**src/rtl/thread_wb_unit.sv**
```systemverilog
// Writeback/commit stage: ALU and LSU results share one register-file write port, plus the per-thread PC table.
// Optional WB_PERF_CNT_EN adds per-thread retire counters and an LSU-blocked cycle counter.
module thread_wb_unit #(
  parameter int XLEN           = 32,
  parameter int ADDR_LEN       = 32,
  parameter int THREADS        = 4,
  parameter int LSU_FIFO_DEPTH = 2,
  parameter logic [ADDR_LEN-3:0] RESET_PC = '0
) (
  input  logic                clk,
  input  logic                rst,
  input  logic                alu_valid,
  input  logic                alu_rd_en,
  input  logic [4:0]          alu_rd_addr,
  input  logic [XLEN-1:0]     alu_rd_data,
  input  logic [ADDR_LEN-3:0] alu_new_pc,
  input  logic [1:0]          alu_thread,
  input  logic                lsu_valid,
  output logic                lsu_ready,
  input  logic [4:0]          lsu_rd_addr,
  input  logic [XLEN-1:0]     lsu_rd_data,
  input  logic [1:0]          lsu_thread,
  output logic                rf_we,
  output logic [1:0]          rf_thread,
  output logic [4:0]          rf_waddr,
  output logic [XLEN-1:0]     rf_wdata,
  input  logic [1:0]          fetch_thread,
  output logic [ADDR_LEN-3:0] fetch_pc,
  output logic                retire_valid,
  output logic [1:0]          retire_thread
`ifdef WB_PERF_CNT_EN
  ,
  input  logic [1:0]          perf_sel,
  output logic [31:0]         perf_retire_cnt,
  output logic [31:0]         perf_stall_cnt
`endif
);

  localparam int PTR_W = $clog2(LSU_FIFO_DEPTH);
  localparam int CNT_W = PTR_W + 1;

  typedef struct packed {
    logic [1:0]      thread;
    logic [4:0]      addr;
    logic [XLEN-1:0] data;
  } lsu_entry_t;

  lsu_entry_t          fifo_mem [LSU_FIFO_DEPTH];
  lsu_entry_t          head;
  logic [PTR_W-1:0]    wr_ptr, rd_ptr;
  logic [CNT_W-1:0]    count;
  logic [ADDR_LEN-3:0] pc_table [THREADS];
  logic                alu_claim, fifo_empty, fifo_full, push, pop;

  assign alu_claim  = alu_valid && alu_rd_en && (alu_rd_addr != 5'd0);
  assign fifo_empty = (count == '0);
  assign fifo_full  = (count == CNT_W'(LSU_FIFO_DEPTH));
  assign lsu_ready  = rst && !fifo_full;
  assign push       = lsu_valid && lsu_ready;
  // Any ALU result owns the single retire slot, so the LSU head waits even on ALU non-writes.
  assign pop        = !fifo_empty && !alu_valid;
  assign head       = fifo_mem[rd_ptr];
  assign fetch_pc   = pc_table[fetch_thread];

  always_ff @(posedge clk) begin
    if (push) fifo_mem[wr_ptr] <= '{thread: lsu_thread, addr: lsu_rd_addr, data: lsu_rd_data};
  end

  always_ff @(posedge clk) begin
    if (!rst) begin
      wr_ptr        <= '0;
      rd_ptr        <= '0;
      count         <= '0;
      rf_we         <= 1'b0;
      rf_thread     <= 2'd0;
      rf_waddr      <= 5'd0;
      rf_wdata      <= '0;
      retire_valid  <= 1'b0;
      retire_thread <= 2'd0;
      for (int i = 0; i < THREADS; i++) pc_table[i] <= RESET_PC;
    end else begin
      if (push) wr_ptr <= wr_ptr + 1'b1;
      if (pop)  rd_ptr <= rd_ptr + 1'b1;
      count <= count + CNT_W'(push) - CNT_W'(pop);
      if (alu_valid) pc_table[alu_thread] <= alu_new_pc;

      if (alu_valid) begin
        rf_we         <= alu_claim;
        rf_thread     <= alu_thread;
        rf_waddr      <= alu_rd_addr;
        rf_wdata      <= alu_rd_data;
        retire_valid  <= 1'b1;
        retire_thread <= alu_thread;
      end else if (pop) begin
        rf_we         <= (head.addr != 5'd0);
        rf_thread     <= head.thread;
        rf_waddr      <= head.addr;
        rf_wdata      <= head.data;
        retire_valid  <= 1'b1;
        retire_thread <= head.thread;
      end else begin
        rf_we         <= 1'b0;
        retire_valid  <= 1'b0;
      end
    end
  end

`ifdef WB_PERF_CNT_EN
  logic [31:0] retire_cnt [THREADS];
  logic [31:0] stall_cnt;

  always_ff @(posedge clk) begin
    if (!rst) begin
      stall_cnt <= '0;
      for (int i = 0; i < THREADS; i++) retire_cnt[i] <= '0;
    end else begin
      if (alu_valid)  retire_cnt[alu_thread]  <= retire_cnt[alu_thread] + 32'd1;
      else if (pop)   retire_cnt[head.thread] <= retire_cnt[head.thread] + 32'd1;
      if (!fifo_empty && alu_valid) stall_cnt <= stall_cnt + 32'd1;
    end
  end

  assign perf_retire_cnt = retire_cnt[perf_sel];
  assign perf_stall_cnt  = stall_cnt;
`else
  // Counters compiled out; datapath behaviour is unchanged.
`endif

endmodule

```
**config.mk**
```make
export PLATFORM = sky130hd
export DESIGN_NAME = thread_wb_unit
export DESIGN_NICKNAME = d
export VERILOG_FILES = /design/src/rtl/thread_wb_unit.sv
export SDC_FILE = /design/constraint.sdc
export NUM_CORES = 1
export LEC_CHECK = 0
export BUFFER_PORTS_ARGS = -buffer_cell sky130_fd_sc_hd__buf_2
export CAP_MARGIN = 20
export CELL_PAD_IN_SITES_DETAIL_PLACEMENT = 1
export CELL_PAD_IN_SITES_GLOBAL_PLACEMENT = 2
export CORE_ASPECT_RATIO = 1.2
export CORE_MARGIN = 2
export CORE_UTILIZATION = 41
export CTS_CLUSTER_DIAMETER = 30
export DETAILED_ROUTE_END_ITERATION = 16
export PLACE_DENSITY_LB_ADDON = 0.15
export SETUP_SLACK_MARGIN = 0.3
export SLEW_MARGIN = 15
export SYNTH_ARGS = -nofsm -noshare
export SYNTH_HDL_FRONTEND = slang
export SYNTH_SLANG_ARGS = --single-unit
```
**constraint.sdc**
```tcl
create_clock -name clk -period 6.5 [get_ports clk]
set_clock_uncertainty 0.05 [all_clocks]
set_input_delay 0.975 -clock clk [delete_from_list [all_inputs] [get_ports clk]]
set_output_delay 0.975 -clock clk [all_outputs]
set_load 0.05 [all_outputs]
```
### Yosys cells after proc, flatten, opt, wreduce, memory -nomap -nowiden

Memories as Yosys holds them, arrays and structs flattened. A register that Yosys moved wholly into a read port is not among the register bits.
Cells that the tools add are included.

| operators by class | value |
|---|---|
| div/mod/pow operators | 0 |
| equal/unequal tests | 1 |
| shifts and indexed selects | 0 |
| mux-type cells | 21 |
| bitwise logic cells | 0 |
| order comparisons | 0 |
| reduce and logical (&&, ||, !) cells | 13 |
| multiply operators | 0 |
| add/subtract/negate cells | 4 |

Operators with widths:

| kind | count |
|---|---|
| $mux W32 | 2 |
| $mux W30 | 1 |
| $reduce_or A30 Y1 | 1 |
| $mux W1 | 13 |
| $mux W5 | 2 |
| $reduce_bool A5 Y1 | 2 |
| $mux W2 | 3 |
| $logic_and A1 B1 Y1 | 5 |
| $logic_not A1 Y1 | 3 |
| $add A1 B1 Y1 const B | 2 |
| $add A2 B1 Y2 | 1 |
| $eq A2 B2 Y1 const B | 1 |
| $logic_not A2 Y1 | 1 |
| $reduce_bool A2 Y1 | 1 |
| $sub A2 B1 Y2 | 1 |

| word-level totals | value |
|---|---|
| register bits | 45 |
| output and inout bits | 74 |
| bits in latches | 0 |
| RAM bits | 198 |
| logic and storage cells | 49 |
| ROM bits | 0 |
| memories kept | 2 |
| input bits | 115 |

Memories:

| memory | words | width | rd ports | clocked after Yosys merged registers in | write ports | RTL line | text |
|---|---|---|---|---|---|---|---|
| pc_table | 4 | 30 | 1 | 0 | 4 | 52 | `logic [ADDR_LEN-3:0] pc_table [THREADS];` |
| fifo_mem | 2 | 39 | 1 | 1 | 1 | 48 | `lsu_entry_t fifo_mem [LSU_FIFO_DEPTH];` |

### Depth between registers and ports, before layout

Gate-level depths: netlist of the first run.

| logic depth | value |
|---|---|
| depth in word-level cells | 6 |
| mapped depth | 9 |

### Least setup slack after synthesis of the first run

No wires, ideal clock.

| timing | value |
|---|---|
| kind | input -> register |
| start | input port alu_valid |
| end | memory pc_table[1][0] (netlist bit) (enable) |
| data arrival time | 3211 ps |
| required time | 5991 ps |
| path buffers | 0 |
| path slack | 2780 ps |
| stages on the path | 2 |
| cells stage by stage | nand2_1 -> o21ai_0 |

RTL lines:

| item | RTL line | text |
|---|---|---|
| start, declared | 12 | `input logic alu_valid,` |
| end, declared | 52 |  |

### Worst setup path in the final report of the first run

| timing | value |
|---|---|
| start | input port fetch_thread[0] |
| end | output port fetch_pc[29] |

| between the ends | value |
|---|---|
| word-level cells in the longest chain between the ends | 1 |

Ends and longest elaborated chain:

| item | RTL line | text |
|---|---|---|
| start, declared | 27 | `input logic [1:0] fetch_thread,` |
| $mem_v2 Z4 W30 | - |  |
| end, declared | 28 | `output logic [ADDR_LEN-3:0] fetch_pc,` |

No other way between the ends.

==> results.json, run 1 <==
{
  "post-cts-setup-buffers": 0,
  "synthCells": 691,
  "finalSetupTns_ns": 0,
  "cts_root_buf": "clkbuf_16",
  "fin_crit_ns": 3.31,
  "antenna_left": 0,
  "synth_nets": 808,
  "power.total_w": 0.00551,
  "dieArea_mm2": 0.0260,
  "core_area_mm2": 0.0241,
  "avgSynthCellArea_um2": 14.6,
  "cts_resized": 0,
  "required_ns": 5.47,
  "cp_num_buf_inv": 2,
  "antenna_found_initial": 2,
  "place.detailed.hpwl_um": 15700,
  "start_util": 0.419,
  "grt_util_all_layers": 0.199,
  "synth_cell_types": 34,
  "peakVddDrop_mv": 0.205,
  "ys_ff_latch": 244,
  "p_leak_nw": 5.08,
  "status": "completed",
  "routed_via_density": 5.30,
  "cts.sinks": 244,
  "p_clk_frac": 0.448,
  "cpPeakStageDelay_ns": 0.59,
  "dpl.cell_count": 1147,
  "slowest_stage": "mux4_2",
  "finalMaxSlewViolations": 0,
  "maxCapViolations": 0,
  "netlist_area_mm2": 0.0101,
  "drc": 0,
  "vias": 6567,
  "p_comb_frac": 0.188,
  "grt_max_degree": 82,
  "endpoint_kind": "output port",
  "die_h_um": 176,
  "stdcell_count": 1240,
  "path_class": "in2out",
  "intPower_w": 0.00389,
  "place_area_mm2": 0.0113,
  "ios": 189,
  "area_delta_synth_final_pct": 28.1,
  "cp_top_family": "buffers and inverters",
  "wirelength_um": 25600,
  "drive_gt1_frac": 0.354,
  "gp_congestion": 0.806,
  "p_per_area_mw_per_mm2": 425,
  "fin_area_mm2": 0.0130,
  "max_freq_mhz": 302,
  "overflow": 0,
  "relSlewSlack": 0.330,
  "drt_iter0_drc": 269,
  "critPathMaxFanout": 30,
  "seq_area_frac_synth": 0.679,
  "grt_pass1_wl_um": 40100,
  "finalCritPeriodShare": 0.509,
  "cts_buffer_depth": 3,
  "h-tree-depth": 2,
  "switching_power_w": 0.00162,
  "cts_tree": "yes",
  "crit_chain": "buf_4, mux4_2, buf_2",
  "clkLatencyLatePin_ns": 0.53,
  "crit_path_start_kind": "input port",
  "hold_class": "reg2reg",
  "clk_pin_slew_ns": 0.04,
  "drt-pass1-iter-count": 4,
  "nets": 996,
  "cts_buffers": 49,
  "grt_pass1_vias": 7141,
  "rsz0062_at_grt": "false",
  "p_sw_frac": 0.293,
  "finalSetupViolCount": 0,
  "worst_pin_slew_ns": 1.00,
  "critical_path_arrival_ns": 2.28,
  "rows": 62,
  "chipWidth_um": 147,
  "power_frac_seq": 0.364,
  "holdBufCountCts": 0,
  "hold_violations": 0,
  "wl_per_cell_um": 20.7,
  "portBuffers": 188,
  "ys_warn_count": 0
}
## worst paths after layout
path / start / endpoint / slack, ns / depth (start not counted)
max reg2reg: count[0]$_SDFF_PN0_ / fifo_mem[0][29]$_DFFE_PP_ / 3.91 / 3
min reg2reg: rd_ptr$_SDFFE_PN0P_ / rd_ptr$_SDFFE_PN0P_ / 0.47 / 2
min: rd_ptr$_SDFFE_PN0P_ / rd_ptr$_SDFFE_PN0P_ / 0.47 / 2
max: fetch_thread[0] / fetch_pc[29] / 3.19 / 3
## power groups by stage
stage	registers (W)	logic, W	clock network [W]
finish	0.00201	0.00103	0.00247
global route	0.00203	0.00112	0.00259
CTS	0.00201	0.00105	0.00251
detailed placement	0.00204	0.00104	0
global placement	0.00203	0.00102	0
floorplan	0.00213	0.000699	0
## per-stage QoR
step / utilization / hold WS [ns] / setup slack (ns)
after floorplan: - / 0.431 / 2.78
after global placement: 0.467 / 0.447 / 2.82
after detailed placement: 0.467 / 0.466 / 2.66
after CTS: 0.536 / 0.478 / 2.80
after global routing: 0.537 / 0.502 / 3.07
final: 0.537 / 0.472 / 3.19
## tightest hold or removal path, cell delays in order, from the launching register on
cell,delay (ns)
dfxtp_1,0.31
xnor2_1,0.09
nor2_1,0.08
## layout make-up
| cell class | count | area (um^2) |
|---|---|---|
| tap | 320 | 400 |
| inverter | 4 | 15.0 |
| fill | 2431 | 11200 |
| multi-input combinational | 385 | 2990 |
| antenna | 1 | 2.50 |
| timing repair buffer | 195 | 1020 |
| sequential | 244 | 6870 |
| clock inverter | 32 | 313 |
| clock buffer | 59 | 1360 |
## cells by family (layout without fill, tap and decap cells)
family / Yosys count / after routing / share of synthesized area
flip-flops: 244 / 244 / 0.679
AND/OR/NAND/NOR: 227 / 227 / 0.123
AO/OA/AOI/OAI: 85 / 85 / 0.0583
multiplexers: 69 / 69 / 0.105
buffers and inverters: 62 / 290 / 0.0302
adder cells (fa/ha/maj): 2 / 2 / 0.00247
XOR/XNOR: 2 / 2 / 0.00173
other: 0 / 1 / 0
## state kept, by name, indices dropped and copies added, names as in the netlist, named ones only
signal         count
retire_thread      2
fifo_mem          78
rf_waddr           5
rf_wdata          32
pc_table         120
retire_valid       1
rf_we              1
count              2
wr_ptr             1
rd_ptr             1
## synthesized netlist by cell type
master    instances  share of area
nor2_1            7         0.0026
inv_1             3         0.0011
xnor2_1           1        0.00087
nor3b_1           2         0.0015
nand3_1           3         0.0015
o22ai_1           1        0.00062
nand2_1          41          0.015
nand2b_1          3         0.0019
and3_1           30          0.019
buf_4             4         0.0030
xor2_1            1        0.00087
o21ba_2           1        0.00099
inv_2             1        0.00037
a31o_2            2         0.0017
edfxtp_1        198           0.59
or2_1             1        0.00062
a211o_1          39          0.034
ha_1              2         0.0025
clkbuf_1         39          0.014
a21oi_2           1        0.00087
buf_1             1        0.00037
o21ai_0           1        0.00049
a21oi_1          40          0.020
nor4b_1           1        0.00087
nand4_1           1        0.00062
nor4_1            1        0.00062
mux4_2           30          0.067
dfxtp_1          46          0.091
buf_6             6         0.0067
clkbuf_4          1        0.00074
nor3_1           44          0.022
and2_1           93          0.058
buf_2             7         0.0035
mux2i_1          39          0.039
## metal layers
| metal | track usage | wire (um) | up-vias |
|---|---|---|---|
| met1 | 0.237 | 10000 | 3316 |
| met5 | 0 | 13 | - |
| met2 | 0.356 | 13400 | 202 |
| met4 | 0.0653 | 679 | 2 |
| li1 | - | - | 2995 |
| met3 | 0.0486 | 1530 | 52 |
## placed cells by master (no fill, tap or decap), types with 3 or more instances in the layout
cell type,instances
edfxtp_1,198
buf_2,186
and2_1,93
clkbuf_16,51
dfxtp_1,43
nor3_1,42
nand2_1,40
a21oi_1,40
mux2i_1,39
a211o_1,39
mux4_2,30
and3_1,30
clkinv_2,10
buf_4,8
nor2_1,6
clkinv_1,6
bufinv_16,5
clkbuf_8,5
clkinvlp_4,5
clkinv_4,5
nand3_1,3
dfxtp_2,3
clkbuf_1,3
Power figures use the tool's default switching activity.
==> inputs of run 2 (changes only) <==
CORE_UTILIZATION = 35   (was 41)
clock period = 2.7 ns   (was 6.5 ns; I/O delays follow)
==> run 2 against run 1 <==
  * Critical path depth unchanged
  * Critical endpoint is now lsu_ready
  * Final cell count is 9.0% higher
  * Highest routed layer is now met4
  * Sequential cell count stayed put
  * Sequential power grew 140%
==> results.json, run 2 (synthesis results as in run 1) <==
{
  "cts.sinks": 244,
  "finalCritPeriodShare": 0.791,
  "fin_crit_ns": 2.14,
  "vias": 6685,
  "die_h_um": 190,
  "finalSetupViolCount": 0,
  "start_util": 0.354,
  "grt_max_degree": 65,
  "cp-startpoint": "count[0]$_SDFF_PN0_",
  "hold_violations": 0,
  "finalMaxSlewViolations": 0,
  "layout_commonest_cell": "edfxtp_1",
  "status": "completed",
  "drt_iter0_drc": 245,
  "max_freq_mhz": 468,
  "routed_via_density": 4.94,
  "largest_register_ffs": 120,
  "clkLatencyLatePin_ns": 0.53,
  "critical_path_arrival_ns": 1.68,
  "switching_power_w": 0.00400,
  "core_area_mm2": 0.0286,
  "hold_ws_ns": 0.0301,
  "ios": 189,
  "clk_pin_slew_ns": 0.04,
  "intPower_w": 0.0101,
  "place.detailed.hpwl_um": 17000,
  "p_per_area_mw_per_mm2": 1030,
  "maxCapViolations": 0,
  "drc": 0,
  "antenna_left": 0,
  "path_class": "reg2out",
  "drive_gt1_frac": 0.353,
  "cts_tree": "yes",
  "rsz0062_at_grt": "false",
  "post-cts-setup-buffers": 0,
  "cts_buffer_depth": 3,
  "p_leak_nw": 5.35,
  "antenna_found_initial": 0,
  "multi_input_area_mm2": 0.00298,
  "peakVddDrop_mv": 0.515,
  "overflow": 0,
  "register_area_mm2": 0.00687,
  "cts_resized": 0,
  "p_comb_frac": 0.190,
  "chipWidth_um": 159,
  "gp_congestion": 0.715,
  "finalSetupTns_ns": 0,
  "wirelength_um": 26700,
  "relSlewSlack": 0.487,
  "wl_per_cell_um": 19.8,
  "layout_common_cells": "edfxtp_1, buf_2, and2_1",
  "top_regs": "pc_table (120), fifo_mem (78), rf_wdata (32)",
  "critPathMaxFanout": 15,
  "critical_path.reg2reg.startpoint": "count[0]$_SDFF_PN0_",
  "regMostFlops": "pc_table",
  "grt_pass1_wl_um": 42200,
  "power_frac_seq": 0.338,
  "area_delta_synth_final_pct": 35.0,
  "rows": 68,
  "hold_class": "in2reg",
  "p_clk_frac": 0.472,
  "drt-pass1-iter-count": 6,
  "endpoint_kind": "output port",
  "cts_buffers": 51,
  "grt_pass1_vias": 7583,
  "cts_root_buf": "clkbuf_16",
  "h-tree-depth": 2,
  "worst_pin_slew_ns": 0.769,
  "min-delay-start": "lsu_rd_data[14]",
  "n_fill_cell": 2948,
  "required_ns": 2.25,
  "crit_path_start_kind": "flip-flop",
  "nets": 1041,
  "grt_util_all_layers": 0.178,
  "dieArea_mm2": 0.0303,
  "portBuffers": 188,
  "p_sw_frac": 0.284
}
run 2: cell count changes in the layout (fill, tap and decap cells not counted), moves of 3 or more:
| cell | previous run | this run |
|---|---|---|
| clkinv_1 | 6 | 2 |
| clkinv_4 | 5 | 2 |
| clkinvlp_4 | 5 | 8 |
| buf_4 | 8 | 15 |
| buf_12 | 0 | 4 |
| bufinv_16 | 5 | 12 |
| dlygate4sd3_1 | 0 | 32 |
run 2: cell type report:
| type | count | share of cell area |
|---|---|---|
| antenna | 2 | 0.000367 |
| clock buffer | 59 | 0.0986 |
| timing repair buffer | 238 | 0.106 |
| clock inverter | 35 | 0.0369 |
| inverter | 4 | 0.00110 |
| sequential | 244 | 0.503 |
| multi-input combinational | 385 | 0.218 |
| tap | 385 | 0.0353 |
run 2: through the flow:
stage / utilization / instances / worst slack, ns / power (W) / cell area, um^2
detailed placement: 0.402 / 1224 / 0.580 / 0.00751 / 11500
global route: 0.477 / 1350 / 0.437 / 0.0147 / 13600
floorplan: - / 691 / 0.361 / 0.00681 / 10100
finish: 0.478 / 1352 / 0.565 / 0.0141 / 13700
CTS: 0.477 / 1350 / 0.507 / 0.0143 / 13600
global placement: 0.402 / 1224 / 0.660 / 0.00742 / 11500
run 2: path summary, 6_finish.rpt:
kind	end	slack, ns	depth (start not counted)
hold reg to reg	flip-flop	0.47	2
hold / removal	fifo_mem[1][14]$_DFFE_PP_	0.03	1
setup reg to reg	count[1]$_SDFF_PN0_	0.71	8
setup / recovery	lsu_ready	0.56	3
run 2: critical path, stage by stage (launching register included):
cell and delay (ns):
dfxtp_2 0.51, nand2b_1 0.21, and2_1 0.15, buf_2 0.28
run 2: timing repair:
item	4_1_cts	5_1_grt
endpoints found under the hold margin	61	0
setup endpoints to repair	0	0
hold buffers	32	0
run 2: power by group through the flow:
stage / Clock (W) / Sequential (W) / Combinational (W)
floorplan: 0 / 0.00512 / 0.00169
global placement: 0 / 0.00482 / 0.00260
detailed placement: 0 / 0.00484 / 0.00267
CTS: 0.00679 / 0.00478 / 0.00272
global route: 0.00697 / 0.00481 / 0.00290
finish: 0.00666 / 0.00477 / 0.00267
run 2: metal layers:
layer / routed length, um / GRT usage
met1: 10700 / 0.204
met2: 14100 / 0.331
met3: 1440 / 0.0391
met4: 524 / 0.0563
met5: 0 / 0
==> inputs of run 3 (changes only) <==
CORE_UTILIZATION = 38   (was 35)
clock period = 2 ns   (was 2.7 ns; I/O delays follow)
==> run 3 against run 2 <==
  * Sequential power up 33%
  * Highest routed layer is now met5
  * Critical path depth down 1
  * Core utilization up 5.9 points
  * Critical path type unchanged
  * Largest power group unchanged
  * First-iteration DRC count up 3.3%
==> results.json, run 3 (synthesis results as in run 1) <==
{
  "status": "completed",
  "pre_cts_ws_ns": 0.204,
  "nets": 1084,
  "start_util": 0.385,
  "cts_buffers": 46,
  "cts_buffer_depth": 3,
  "cts.sinks": 244,
  "hold_violations": 0,
  "finalCritPeriodShare": 0.965,
  "cts_root_buf": "clkbuf_16",
  "finalSetupTns_ns": 0,
  "cts_tree": "yes",
  "clkLatencyLatePin_ns": 0.51,
  "grt_pass1_vias": 7518,
  "vias": 6852,
  "relSlewSlack": 0.620,
  "overflow": 0,
  "wl_per_cell_um": 19.7,
  "reg2regPathDepth": 8,
  "area_delta_synth_final_pct": 39.3,
  "path_class": "reg2out",
  "finalSetupViolCount": 0,
  "finalMaxSlewViolations": 0,
  "crit_path_start_kind": "flip-flop",
  "ios": 189,
  "h-tree-depth": 2,
  "p_per_area_mw_per_mm2": 1270,
  "die_h_um": 183,
  "gp_congestion": 0.787,
  "drt-pass1-iter-count": 4,
  "core_area_mm2": 0.0263,
  "rsz0062_at_grt": "true",
  "grt_max_degree": 45,
  "critPathMaxFanout": 1,
  "drt_iter0_drc": 253,
  "critical_path_arrival_ns": 1.58,
  "layout_commonest_cell": "edfxtp_1",
  "place.detailed.hpwl_um": 16900,
  "p_leak_nw": 5.50,
  "top_regs": "pc_table (120), fifo_mem (78), rf_wdata (32)",
  "register_area_mm2": 0.00687,
  "antenna_left": 0,
  "portBuffers": 188,
  "layout_common_cells": "edfxtp_1, buf_2, and2_1",
  "rows": 65,
  "maxCapViolations": 0,
  "max_freq_mhz": 518,
  "regMostFlops": "pc_table",
  "chipWidth_um": 153,
  "clk_pin_slew_ns": 0.05,
  "n_fill_cell": 2581,
  "grt_pass1_wl_um": 41400,
  "dieArea_mm2": 0.0279,
  "grt_util_all_layers": 0.189,
  "fin_crit_ns": 1.93,
  "wirelength_um": 26500,
  "hold_class": "in2reg",
  "required_ns": 1.65,
  "drc": 0,
  "peakVddDrop_mv": 0.748,
  "drive_gt1_frac": 0.345,
  "worst_pin_slew_ns": 0.570,
  "multi_input_area_mm2": 0.00305,
  "routed_via_density": 5.11,
  "hold_path_depth": 3,
  "antenna_found_initial": 3,
  "largest_register_ffs": 120,
  "endpoint_kind": "output port",
  "setup_slack_ns": 0.0698
}
run 3: cell types whose count changed in the layout (fill, tap and decap cells not counted), sizes merged:
| cell | before | now |
|---|---|---|
| buf | 206 | 214 |
| clkinv | 14 | 18 |
| bufinv | 12 | 4 |
| clkbuf | 59 | 52 |
| dlygate4sd3 | 32 | 72 |
| clkinvlp | 8 | 9 |
run 3: critical path, stage by stage, from the launching register on:
cell and delay (ns):
edfxtp_1 0.37, mux4_2 0.52, buf_6 0.18
run 3: worst paths after layout:
check,from,endpoint,slack (ns)
min,alu_rd_addr[0],rf_waddr[0]$_SDFFE_PN0P_,0.02
max reg2reg,count[0]$_SDFF_PN0_,count[1]$_SDFF_PN0_,0.36
max,pc_table[3][4]$_DFFE_PP_,fetch_pc[4],0.07
min reg2reg,rd_ptr$_SDFFE_PN0P_,flip-flop,0.48
run 3: per-stage QoR:
stage                     utilization  total power (W)  hold WS, ns  instance area, um^2  instances
after floorplan                     -          0.00925        0.349                10200        691
after global placement          0.441           0.0101        0.438                11600       1181
after detailed placement        0.441           0.0103        0.443                11600       1181
after CTS                       0.535           0.0181      0.00268                14100       1337
after global routing            0.536           0.0187       0.0160                14100       1339
final                           0.536           0.0179       0.0213                14100       1340
run 3: timing repair:
item	4_1_cts	5_1_grt
setup buffers	0	1
setup endpoints to repair	32	33
pin swaps	1	1
gates resized for setup	65	5
hold buffers	72	0
hold endpoints to repair	111	0
run 3: power by group:
group          total (W)  internal, W  switching (W)
Combinational    0.00407      0.00154        0.00253
Clock            0.00752      0.00499        0.00253
Sequential       0.00635      0.00606       0.000285
run 3: metal layers:
metal  routed length, um  global-route usage
met3                1230              0.0388
met1               10400               0.214
met5                  27                   0
met2               14200               0.358
met4                 643              0.0593
run 3: final cells by class:
cell class                 count  area share
inverter                       4     0.00133
tap                          335      0.0297
clock buffer                  52      0.0885
timing repair buffer         286       0.155
antenna                        2    0.000355
clock inverter                32      0.0210
sequential                   244       0.488
multi-input combinational    385       0.216
